## config.mk

```make
export PLATFORM = sky130hd
export DESIGN_NAME = apb_ral_apb_master
export DESIGN_NICKNAME = d
export VERILOG_FILES = /design/src/rtl/apb_ral_apb_master.sv
export SDC_FILE = /design/constraint.sdc
export NUM_CORES = 1
export LEC_CHECK = 0
export ABC_CLOCK_PERIOD_IN_PS = 1600
export CAP_MARGIN = 10
export CORE_ASPECT_RATIO = 1.1
export CORE_UTILIZATION = 30
export CTS_CLUSTER_DIAMETER = 200
export DETAILED_ROUTE_END_ITERATION = 8
export GPL_TIMING_DRIVEN = 0
export HOLD_SLACK_MARGIN = 0.03
export PLACE_DENSITY = 0.76
export SLEW_MARGIN = 20
export SYNTH_ARGS = -nofsm -noshare
export SYNTH_HDL_FRONTEND = slang
export SYNTH_SLANG_ARGS = --single-unit
```

## constraint.sdc

```tcl
create_clock -name pclk -period 1.6 [get_ports pclk]
set_input_delay 0.16 -clock pclk [delete_from_list [all_inputs] [get_ports pclk]]
set_output_delay 0.16 -clock pclk [all_outputs]
set_load 0.05 [all_outputs]
```

## src/rtl/apb_ral_apb_master.sv

```systemverilog
// apb_ral_apb_master: valid/ready command stream to single APB transfers, one outstanding.
// Optional ACCESS timeout enabled by defining APB_RAL_MASTER_TIMEOUT_EN.
module apb_ral_apb_master #(
  parameter int ADDR_W  = 32,
  parameter int DATA_W  = 32,
  parameter int TIMEOUT = 16
) (
  input  logic              pclk,
  input  logic              presetn,
  input  logic              cmd_valid,
  output logic              cmd_ready,
  input  logic              cmd_write,
  input  logic [ADDR_W-1:0] cmd_addr,
  input  logic [DATA_W-1:0] cmd_wdata,
  output logic              rsp_valid,
  input  logic              rsp_ready,
  output logic [DATA_W-1:0] rsp_rdata,
  output logic              rsp_err,
  output logic              rsp_timeout,
  output logic [ADDR_W-1:0] paddr,
  output logic              psel,
  output logic              penable,
  output logic              pwrite,
  output logic [DATA_W-1:0] pwdata,
  input  logic [DATA_W-1:0] prdata,
  input  logic              pready,
  input  logic              pslverr
);
  typedef enum logic [1:0] {IDLE, SETUP, ACCESS, RESP} state_t;
  state_t state, state_n;
  logic cmd_ready_n, psel_n, penable_n, pwrite_n, rsp_valid_n, rsp_err_n;
  logic [ADDR_W-1:0] paddr_n;
  logic [DATA_W-1:0] pwdata_n, rsp_rdata_n;
  if (TIMEOUT < 1) begin : g_bad_timeout
    $error("TIMEOUT must be at least 1");
  end
`ifdef APB_RAL_MASTER_TIMEOUT_EN
  localparam int CW = $clog2(TIMEOUT + 1);
  logic [CW-1:0] cnt, cnt_n;
  logic rsp_timeout_n, expired;
  assign expired = cnt == CW'(TIMEOUT - 1);
`else
  assign rsp_timeout = 1'b0;
`endif
  always_comb begin
    state_n     = state;
    cmd_ready_n = cmd_ready;
    psel_n      = psel;
    penable_n   = penable;
    pwrite_n    = pwrite;
    paddr_n     = paddr;
    pwdata_n    = pwdata;
    rsp_valid_n = rsp_valid;
    rsp_rdata_n = rsp_rdata;
    rsp_err_n   = rsp_err;
`ifdef APB_RAL_MASTER_TIMEOUT_EN
    cnt_n         = cnt;
    rsp_timeout_n = rsp_timeout;
`endif
    case (state)
      IDLE: if (cmd_valid) begin
        state_n     = SETUP;
        cmd_ready_n = 1'b0;
        psel_n      = 1'b1;
        pwrite_n    = cmd_write;
        paddr_n     = cmd_addr;
        pwdata_n    = cmd_wdata;
`ifdef APB_RAL_MASTER_TIMEOUT_EN
        cnt_n       = '0;
`endif
      end
      SETUP: begin
        state_n   = ACCESS;
        penable_n = 1'b1;
      end
      ACCESS: if (pready) begin
        state_n     = RESP;
        psel_n      = 1'b0;
        penable_n   = 1'b0;
        rsp_valid_n = 1'b1;
        rsp_rdata_n = pwrite ? '0 : prdata;
        rsp_err_n   = pslverr;
`ifdef APB_RAL_MASTER_TIMEOUT_EN
        rsp_timeout_n = 1'b0;
      end else if (expired) begin
        state_n       = RESP;
        psel_n        = 1'b0;
        penable_n     = 1'b0;
        rsp_valid_n   = 1'b1;
        rsp_rdata_n   = '0;
        rsp_err_n     = 1'b1;
        rsp_timeout_n = 1'b1;
      end else begin
        cnt_n = cnt + 1'b1;
`endif
      end
      RESP: if (rsp_ready) begin
        state_n     = IDLE;
        rsp_valid_n = 1'b0;
        cmd_ready_n = 1'b1;
      end
      default: state_n = IDLE;
    endcase
  end
  always_ff @(posedge pclk or negedge presetn)
    if (!presetn) begin
      state     <= IDLE;
      cmd_ready <= 1'b1;
      psel      <= 1'b0;
      penable   <= 1'b0;
      pwrite    <= 1'b0;
      paddr     <= '0;
      pwdata    <= '0;
      rsp_valid <= 1'b0;
      rsp_rdata <= '0;
      rsp_err   <= 1'b0;
`ifdef APB_RAL_MASTER_TIMEOUT_EN
      cnt         <= '0;
      rsp_timeout <= 1'b0;
`endif
    end else begin
      state     <= state_n;
      cmd_ready <= cmd_ready_n;
      psel      <= psel_n;
      penable   <= penable_n;
      pwrite    <= pwrite_n;
      paddr     <= paddr_n;
      pwdata    <= pwdata_n;
      rsp_valid <= rsp_valid_n;
      rsp_rdata <= rsp_rdata_n;
      rsp_err   <= rsp_err_n;
`ifdef APB_RAL_MASTER_TIMEOUT_EN
      cnt         <= cnt_n;
      rsp_timeout <= rsp_timeout_n;
`endif
    end
endmodule

```

==> results.py, run 1 <==
metrics = {
    "status": {
        "status": "complete, no violations",
    },
    "power": {
        "seq_power_share_pct": 27.8,
        "powerDensity_mw_per_mm2": 2380,
        "switching_share_pct": 48.5,
        "p_int_uw": 8580,
        "leakage_uw": 0.00331,
        "power_frac_comb_pct": 58.9,
        "pwr-share-clk_pct": 13.3,
        "max-vdd-ir-drop_mv": 0.845,
        "p_switching_uw": 8070,
    },
    "clock_tree": {
        "numCtsBuffers": 9,
        "root_buffer": "clkbuf_16",
        "clkSinkCount": 104,
        "clock_latency_ns": 0.34,
        "path_clk_slew_ns": 0.06,
        "clk_path_buf_depth": 2,
        "cts_tree": "built",
        "htree_levels": 3,
    },
    "cells_and_area": {
        "layout_common_cells": "dfrtp_1, clkdlybuf4s50_1, dlygate4sd2_1",
        "nets": 655,
        "syn2layout_area_growth_pct": 59.5,
        "drive_above_1_share_pct": 19.8,
        "final_common_cell": "dfrtp_1",
        "antenna_cells": 0,
        "fin_util_pct": 49.8,
        "final_area_sq_mm": 0.00699,
        "fillCellCount": 1257,
    },
    "worst_setup_path": {
        "cpMaxStageDelayCell": "dfstp_2",
        "crit_family": "flip-flops",
        "crit_required_ns": 1.44,
        "path_cells": "clkdlybuf4s15_1",
        "worst-path-buf-inv": 1,
        "end_kind": "output pin",
        "cp.arrival_ns": 1.38,
        "path_max_fanout": 3,
        "cpPeakStageDelay_ns": 0.54,
        "start_kind": "flop",
        "worst-setup-path-type": "reg2out",
    },
    "yosys": {
        "mappedNetlistNets": 434,
        "synth_top_area_cell": "dfrtp_1",
        "synth_cell_types": 30,
        "seq_area_frac_synth_pct": 59.4,
        "ys_warn_count": 0,
        "yosysTopAreaCellShare_pct": 58.8,
        "synth_area_leaders": "dfrtp_1, mux2_4, mux2_2",
        "ys_ff_latch": 104,
        "synthCells": 324,
        "synth_area_sq_mm": 0.00438,
        "synth_area_per_cell_sq_um": 13.5,
    },
    "grt": {
        "grt_pass1_wl_microns": 17500,
        "grt_max_degree": 62,
        "met2_usage_pct": 27.4,
        "antenna_found_initial": 0,
        "use_met3_pct": 2.68,
        "grt_usage_pct": 15.2,
        "grt.met1_usage_pct": 17.2,
        "grt_busiest_layer": "met2",
        "grt_pass1_vias": 3414,
        "grt-ovfl-total": 0,
    },
    "routing": {
        "drt_iter0_drc": 117,
        "via_per_inst": 4.41,
        "vias": 3258,
        "wirelength_microns": 11400,
        "ant_nets": 0,
        "firstDrtPassIters": 4,
        "drc_errors": 0,
        "wl_per_cell_microns": 15.4,
    },
    "sta": {
        "fmax_mhz": 648,
        "setup_viol": 0,
        "timing.final.max_slew_violations": 0,
        "finalHoldViolCount": 0,
        "slew_headroom_pct": 63.8,
        "finalCriticalPeriod_ns": 1.54,
        "worstMarginPinSlew_ns": 0.545,
        "period_share_pct": 96.4,
        "fin_skew_ns": 0.00330,
    },
    "floorplan": {
        "core_sq_mm": 0.0140,
        "rows": 45,
        "fp.dieW_microns": 117,
        "die_y_microns": 129,
        "start_util_pct": 31.2,
        "io_pins": 206,
        "dieArea_sq_mm": 0.0151,
    },
    "place": {
        "port_buffers": 204,
        "placed_area_sq_mm": 0.00669,
        "gp_congestion": 0.812,
        "dpl.hpwl_microns": 8650,
    },
    "job": {
        "max_cap_violations": 0,
    },
    "min_path": {
        "hold_class": "in2async",
    },
}
[path summary, 6_finish.rpt]
kind / end / start / cells after the start / slack [ns]
min: paddr[12] / presetn / 2 / 0.32
max in group asynchronous: pwdata[11] / presetn / 3 / 0.65
max: cmd_ready / cmd_ready / 1 / 0.06
min reg2reg: rsp_rdata[2] / rsp_rdata[2] / 2 / 0.47
min in group pclk: rsp_rdata[20] / prdata[20] / 3 / 0.38
max reg2reg: paddr[21] / state[0] / 6 / 0.09
[power groups by stage]
stage | Sequential [uW] | Combinational, uW | Clock [uW]
4_1_cts | 4630 | 9730 | 2290
6_report | 4620 | 9820 | 2210
2_1_floorplan | 9080 | 2570 | 0
3_5_place_dp | 4740 | 10500 | 0
5_1_grt | 4800 | 10400 | 2400
3_3_place_gp | 4650 | 10400 | 0
[cell type report]
cell class                      instances  area [sq um]  share of cell area [%]
Tap cell                              188           235                    3.37
Sequential cell                       104          2600                    37.3
Buffer                                 18           156                    2.24
Multi-Input combinational cell        200          1700                    24.3
Inverter                                2          10.0                   0.143
Clock buffer                           13           260                    3.72
Clock inverter                          3          40.0                   0.573
Timing Repair Buffer                  210          1980                    28.4
[synth_stat cells, drive strengths merged]
master  count
a211oi      1
a21o        1
a21oi       3
a31oi       1
and3        1
and4        1
buf        12
clkbuf      6
conb        1
dfrtp     103
dfstp       1
ha          7
inv         2
mux2       67
mux2i       2
nand2      35
nand2b     37
nand3b      1
nand4       1
nor2        2
nor2b       1
nor3        2
nor3b       1
o211a       1
o21ai      33
or2         1
[registers in the layout (all words and copies together), names as in the netlist]
| register | flops |
|---|---|
| penable | 1 |
| cmd_ready | 1 |
| rsp_valid | 1 |
| rsp_err | 1 |
| paddr | 32 |
| psel | 1 |
| state | 2 |
| pwrite | 1 |
| rsp_rdata | 32 |
| pwdata | 32 |
[through the flow]
step                total power (uW)  setup TNS (ns)  hold WS (ns)  setup slack [ns]  std cells
CTS                            16700               0         0.314           0.00408        736
finish                         16700               0         0.318            0.0579        738
detailed placement             15200          -14.40         0.116            -0.259        717
global placement               15000         -367.52         0.465             -3.46        716
floorplan                      11700               0        -0.136            0.0533        324
global route                   17600         -0.0541         0.340          -0.00899        738
[repair_timing]
item | in CTS | in global routing
gates resized for setup | 111 | 16
gates cloned | 0 | 0
hold endpoints to repair | 42 | 0
setup buffers | 2 | 2
hold buffers | 1 | 0
setup endpoints to repair | 203 | 84
[metal layers]
metal  vias to the layer above  wire length [microns]
met4                         0                    221
li1                       1536                      -
met1                      1607                   4470
met2                       103                   6030
met3                        12                    625
met5                         -                      0
[logic make-up (layout without fill, tap and decap cells)]
logic type / count (synthesis) / in the layout / share of synthesized area (%)
compound gates: 40 / 40 / 4.83
fa+ha+maj: 7 / 7 / 2.00
buf+inv: 20 / 246 / 2.83
flops: 104 / 104 / 59.4
mux: 69 / 69 / 21.0
other cells: 1 / 1 / 0.0856
simple gates: 83 / 83 / 9.80
[worst register-to-register path: cells and delay by family, from the launching register on]
| kind | cells | cell delay, ns |
|---|---|---|
| adder cells (fa/ha/maj) | 1 | 0.17 |
| multiplexers | 1 | 0.30 |
| AND/OR/NAND/NOR | 1 | 0.09 |
| flip-flops | 1 | 0.40 |
| buffers and inverters | 3 | 0.43 |
No activity file was read; power rests on OpenSTA's default activity.
==> run 2: changes to the inputs <==
--- a/config.mk
+++ b/config.mk
@@ -7,7 +7,6 @@
 export LEC_CHECK = 0
 export ABC_CLOCK_PERIOD_IN_PS = 1600
 export CAP_MARGIN = 10
-export CORE_ASPECT_RATIO = 1.1
 export CORE_UTILIZATION = 30
 export CTS_CLUSTER_DIAMETER = 200
 export DETAILED_ROUTE_END_ITERATION = 8
==> run 2 against run 1 <==
Final cell count is 0.68% lower. Sequential cell count stayed put. Wire length is 4.1% higher. Worst setup slack worse by 0.031 ns.
==> results.py, run 2 (same netlist as run 1, synthesis figures left out) <==
metrics = {
    "min_path": {
        "hold_class": "in2async",
    },
    "sta": {
        "worstMarginPinSlew_ns": 0.544,
        "timing.setup.tns_ns": 0,
        "finalHoldViolCount": 0,
        "rsz0062_at_grt": "yes",
        "period_share_pct": 98.3,
        "fmax_mhz": 636,
        "setup_viol": 0,
        "finalCriticalPeriod_ns": 1.57,
        "timing.final.max_slew_violations": 0,
        "fin_skew_ns": 0.00302,
        "slew_headroom_pct": 63.8,
    },
    "grt": {
        "grt_max_degree": 57,
        "grt_pass1_wl_microns": 17700,
        "antenna_found_initial": 0,
        "grt_usage_pct": 15.7,
        "grt_pass1_vias": 3409,
        "grt-ovfl-total": 0,
    },
    "power": {
        "powerDensity_mw_per_mm2": 2390,
        "finalPower_uw": 16900,
        "leakage_uw": 0.00335,
        "max-vdd-ir-drop_mv": 0.893,
    },
    "place": {
        "port_buffers": 204,
        "dpl.hpwl_microns": 8750,
        "gp_congestion": 0.781,
        "dp_cells": 709,
        "placed_area_sq_mm": 0.00668,
    },
    "worst_setup_path": {
        "r2r_setup_slack_ns": 0.03,
        "crit_required_ns": 1.83,
        "end_kind": "flop",
        "rr_startpoint": "state[1]",
        "start_kind": "flop",
        "regToRegEndpoint": "state[1]",
        "ff2ff_path_depth": 5,
        "path_max_fanout": 5,
        "cp.arrival_ns": 1.80,
        "worst-setup-path-type": "reg2reg",
    },
    "clock_tree": {
        "numCtsBuffers": 9,
        "clock_latency_ns": 0.34,
        "root_buffer": "clkbuf_16",
        "clk_path_buf_depth": 2,
        "clkSinkCount": 104,
        "cts_tree": "built",
        "htree_levels": 3,
        "path_clk_slew_ns": 0.07,
    },
    "job": {
        "max_cap_violations": 0,
    },
    "routing": {
        "wirelength_microns": 11800,
        "vias": 3300,
        "firstDrtPassIters": 4,
        "drt_iter0_drc": 103,
        "via_per_inst": 4.50,
        "ant_nets": 0,
        "drc_errors": 0,
        "wl_per_cell_microns": 16.1,
    },
    "cells_and_area": {
        "reg_top3": "paddr: 32 flops, pwdata: 32 flops, rsp_rdata: 32 flops",
        "final_common_cell": "dfrtp_1",
        "fin_cells": 733,
        "final_area_sq_mm": 0.00705,
        "drive_above_1_share_pct": 20.8,
        "layout_common_cells": "dfrtp_1, clkdlybuf4s50_1, dlygate4sd2_1",
        "fin_util_pct": 50.2,
        "syn2layout_area_growth_pct": 61.0,
        "nets": 658,
        "antenna_cells": 0,
    },
    "floorplan": {
        "start_util_pct": 31.2,
        "dieArea_sq_mm": 0.0151,
        "rows": 43,
        "core_sq_mm": 0.0140,
        "die_y_microns": 123,
        "io_pins": 206,
        "fp.dieW_microns": 123,
    },
    "status": {
        "status": "complete, no violations",
    },
}
run 2: stage by stage:
| step | hold WS (ns) | worst slack [ns] |
|---|---|---|
| final | 0.338 | 0.0265 |
| after global routing | 0.370 | -0.0298 |
| after CTS | 0.353 | 0.00277 |
| after detailed placement | 0.157 | -0.310 |
| after global placement | 0.466 | -3.47 |
| after floorplan | -0.136 | 0.0533 |
run 2: worst max-delay path, cell delays in order, from the launching register on:
cell and delay (ns):
dfrtp_2 0.47, buf_4 0.16, ha_2 0.19, nand2b_1 0.11
and3_4 0.22, mux2_4 0.30
run 2: per-layer routing:
metal  routed length (microns)  global-route usage (%)  share of wire (%)
met4                       193                    5.56                1.6
met2                      6090                    28.5                 52
met3                       887                    4.46                7.5
met5                         0                       0                  0
met1                      4650                    17.2                 39
run 2: final cells by class:
class                   count  area, sq um
multi-input cells         200         1700
clock inverters             5         63.8
flip-flops and latches    104         2610
repair buffers            213         2020
clock buffers              11          253
plain buffers              18          174
fillers                  1293         6990
well taps                 180          225
inverters                   2         12.5
run 2: worst max path at each step:
stage | start | to | slack, ns | cells after the start
5_1_grt | state[0] | rsp_rdata[22] | -0.03 | 5
2_1_floorplan | state[0] | paddr[0] | 0.05 | 6
4_1_cts | state[1] | paddr[29] | 0.003 | 6
3_5_place_dp | state[0] | rsp_rdata[1] | -0.31 | 6
6_report | state[1] | state[1] | 0.03 | 5
3_3_place_gp | presetn | rsp_rdata[13] | -3.47 | 1
run 2: what timing repair did:
item | CTS | global route
setup buffers | 1 | 5
endpoints found under the setup margin | 203 | 91
hold buffers | 1 | 0
gates cloned | 0 | 1
endpoints found under the hold margin | 55 | 0
resized for setup | 120 | 15
run 2: power by group:
part	switching (uW)	total [uW]	internal (uW)
Clock	971	2280	1310
Sequential	700	4650	3940
Combinational	6510	9940	3440
==> run 3: changes to the inputs <==
--- a/config.mk
+++ b/config.mk
@@ -5,15 +5,17 @@
 export SDC_FILE = /design/constraint.sdc
 export NUM_CORES = 1
 export LEC_CHECK = 0
-export ABC_CLOCK_PERIOD_IN_PS = 1600
+export ABC_CLOCK_PERIOD_IN_PS = 1700
 export CAP_MARGIN = 10
+export CORE_ASPECT_RATIO = 0.8
 export CORE_UTILIZATION = 30
 export CTS_CLUSTER_DIAMETER = 200
 export DETAILED_ROUTE_END_ITERATION = 8
 export GPL_TIMING_DRIVEN = 0
 export HOLD_SLACK_MARGIN = 0.03
-export PLACE_DENSITY = 0.76
+export PLACE_DENSITY = 0.74
 export SLEW_MARGIN = 20
 export SYNTH_ARGS = -nofsm -noshare
 export SYNTH_HDL_FRONTEND = slang
 export SYNTH_SLANG_ARGS = --single-unit
+export TNS_END_PERCENT = 20
==> constraint.sdc (replaced) <==
create_clock -name pclk -period 1.7 [get_ports pclk]
set_input_delay 0.17 -clock pclk [delete_from_list [all_inputs] [get_ports pclk]]
set_output_delay 0.17 -clock pclk [all_outputs]
set_load 0.05 [all_outputs]
==> run 3 against run 2 <==
Cell area rose by 0.98%. Final cell count fell by 0.27%. Via count fell by 2.6%. Largest power group unchanged.
==> results.py, run 3 (same netlist as run 1, synthesis figures left out) <==
metrics = {
    "status": {
        "status": "complete, no violations",
    },
    "power": {
        "powerDensity_mw_per_mm2": 2240,
        "p_int_uw": 8350,
        "power_frac_comb_pct": 59.9,
        "pwr-share-clk_pct": 12.6,
        "max-vdd-ir-drop_mv": 1.19,
        "finalPower_uw": 15900,
        "leakage_uw": 0.00374,
        "switching_share_pct": 47.6,
        "p_switching_uw": 7600,
        "seq_power_share_pct": 27.5,
    },
    "worst_setup_path": {
        "path_max_fanout": 2,
        "cpMaxStageDelayCell": "clkdlybuf4s50_1",
        "cp_num_cells": 1,
        "crit_path_start": "rsp_rdata[9]",
        "worst-setup-path-type": "reg2out",
        "rr_startpoint": "state[1]",
        "ff2ff_path_depth": 6,
        "end_kind": "output pin",
        "worst-path-buf-inv": 1,
        "crit_family": "buffers and inverters",
        "cp-endpoint": "rsp_rdata[9]",
        "r2r_setup_slack_ns": 0.08,
        "cpPeakStageDelay_ns": 0.81,
        "crit_required_ns": 1.53,
        "path_cells": "clkdlybuf4s50_1",
        "start_kind": "flop",
        "regToRegEndpoint": "paddr[14]",
        "cp.arrival_ns": 1.50,
    },
    "clock_tree": {
        "numCtsBuffers": 9,
        "htree_levels": 3,
        "clk_path_buf_depth": 2,
        "clock_latency_ns": 0.34,
        "clkSinkCount": 104,
        "root_buffer": "clkbuf_16",
        "cts_tree": "built",
        "path_clk_slew_ns": 0.07,
    },
    "cells_and_area": {
        "final_common_cell": "clkdlybuf4s50_1",
        "fillCellCount": 1273,
        "drive_above_1_share_pct": 18.8,
        "antenna_cells": 0,
        "fin_util_pct": 50.0,
        "layout_common_cells": "clkdlybuf4s50_1, dfrtp_1, dlymetal6s2s_1",
        "regArea_sq_mm": 0.00261,
        "multiInputGateArea_sq_mm": 0.00167,
        "syn2layout_area_growth_pct": 62.6,
        "nets": 653,
        "reg_top3": "paddr: 32 flops, pwdata: 32 flops, rsp_rdata: 32 flops",
    },
    "sta": {
        "finalCriticalPeriod_ns": 1.67,
        "fmax_mhz": 598,
        "worstMarginPinSlew_ns": 0.559,
        "setup_viol": 0,
        "slew_headroom_pct": 62.6,
        "timing.final.max_slew_violations": 0,
        "hold_ws_ns": 0.257,
        "finalHoldViolCount": 0,
        "period_share_pct": 98.4,
        "fin_skew_ns": 0.00399,
    },
    "routing": {
        "via_per_inst": 4.40,
        "firstDrtPassIters": 4,
        "drc_errors": 0,
        "wl_per_cell_microns": 15.2,
        "drt_iter0_drc": 141,
        "ant_nets": 0,
        "wl_met1_microns": 4680,
        "dr_wl_met2_microns": 5580,
        "wirelength_microns": 11100,
        "vias": 3213,
        "wl_met3_microns": 642,
        "top_layer": "met4",
    },
    "place": {
        "gp_congestion": 0.767,
        "dpl.hpwl_microns": 8410,
        "port_buffers": 204,
    },
    "min_path": {
        "hold_class": "in2async",
    },
    "floorplan": {
        "start_util_pct": 30.7,
        "dieArea_sq_mm": 0.0151,
        "fp.dieW_microns": 137,
        "die_y_microns": 110,
        "rows": 39,
        "io_pins": 206,
        "core_sq_mm": 0.0142,
    },
    "grt": {
        "antenna_found_initial": 0,
        "grt-ovfl-total": 0,
        "grt_usage_pct": 14.7,
        "grt_pass1_vias": 3351,
        "grt_pass1_wl_microns": 16900,
        "grt_max_degree": 82,
    },
    "job": {
        "max_cap_violations": 0,
    },
}
==> run 3: cell types whose count changed in the layout (fill, tap and decap cells not counted), moves of 4 or more <==
cell             previous run  this run
clkdlybuf4s50_1           101       108
dlymetal6s2s_1              0        55
buf_4                      11         3
buf_2                       2         6
buf_12                      5         0
dlygate4sd2_1             101        40
buf_8                       0         5
==> run 3: area by class of cell <==
class	instances	area share, %
Inverter	2	0.105
Tap cell	184	3.23
Multi-Input combinational cell	200	23.4
Clock inverter	4	0.773
Buffer	18	1.95
Timing Repair Buffer	208	30.7
Sequential cell	104	36.6
Clock buffer	11	3.27
==> run 3: worst register-to-register path, delay by kind of cell (launching register included) <==
family                     cells  cell delay, ns
buffers and inverters          3            0.48
DFF                            1            0.45
muxes                          1            0.30
adders and majority gates      1            0.18
and+or+nand+nor                1            0.09
==> run 3: worst min path at each step <==
stage               cells past startpoint  slack (ns)             to          start
floorplan                               0       -0.13       paddr[0]        presetn
global placement                        2        0.46  rsp_rdata[17]  rsp_rdata[17]
detailed placement                      1        0.04     pwdata[16]        presetn
CTS                                     2        0.24     pwdata[20]        presetn
global route                            2        0.27     pwdata[22]        presetn
finish                                  2        0.26     pwdata[20]        presetn
==> run 3: routing by layer <==
metal | global-route usage, % | up-vias
li1 | - | 1528
met1 | 18.3 | 1575
met2 | 24.1 | 95
met3 | 4.25 | 15
met4 | 5.49 | 0
met5 | 0 | -
==> run 3: power groups by stage <==
| stage | Sequential (uW) | Clock (uW) | Combinational (uW) |
|---|---|---|---|
| after floorplan | 8550 | 0 | 2420 |
| after global placement | 4390 | 0 | 9740 |
| after detailed placement | 4450 | 0 | 9880 |
| after CTS | 4410 | 2090 | 9630 |
| after global routing | 4560 | 2170 | 10000 |
| final | 4380 | 2010 | 9560 |
==> run 3: timing repair <==
item                                    4_1_cts  5_1_grt
pin swaps                                     0        0
buffers inserted                              0        2
endpoints found under the setup margin      110      148
hold buffers                                  1        0
gates resized for setup                      46       63
hold endpoints to repair                     23        0
==> run 3: through the flow <==
stage / instances / area [sq um] / TNS (ns) / setup slack, ns
6_report: 731 / 7120 / 0 / 0.0280
5_1_grt: 731 / 7120 / -0.00953 / -0.00303
4_1_cts: 729 / 6950 / -0.0233 / -0.00706
3_5_place_dp: 713 / 6680 / -6.71 / -0.143
3_3_place_gp: 712 / 6650 / -354.73 / -3.40
2_1_floorplan: 324 / 4380 / 0 / 0.153
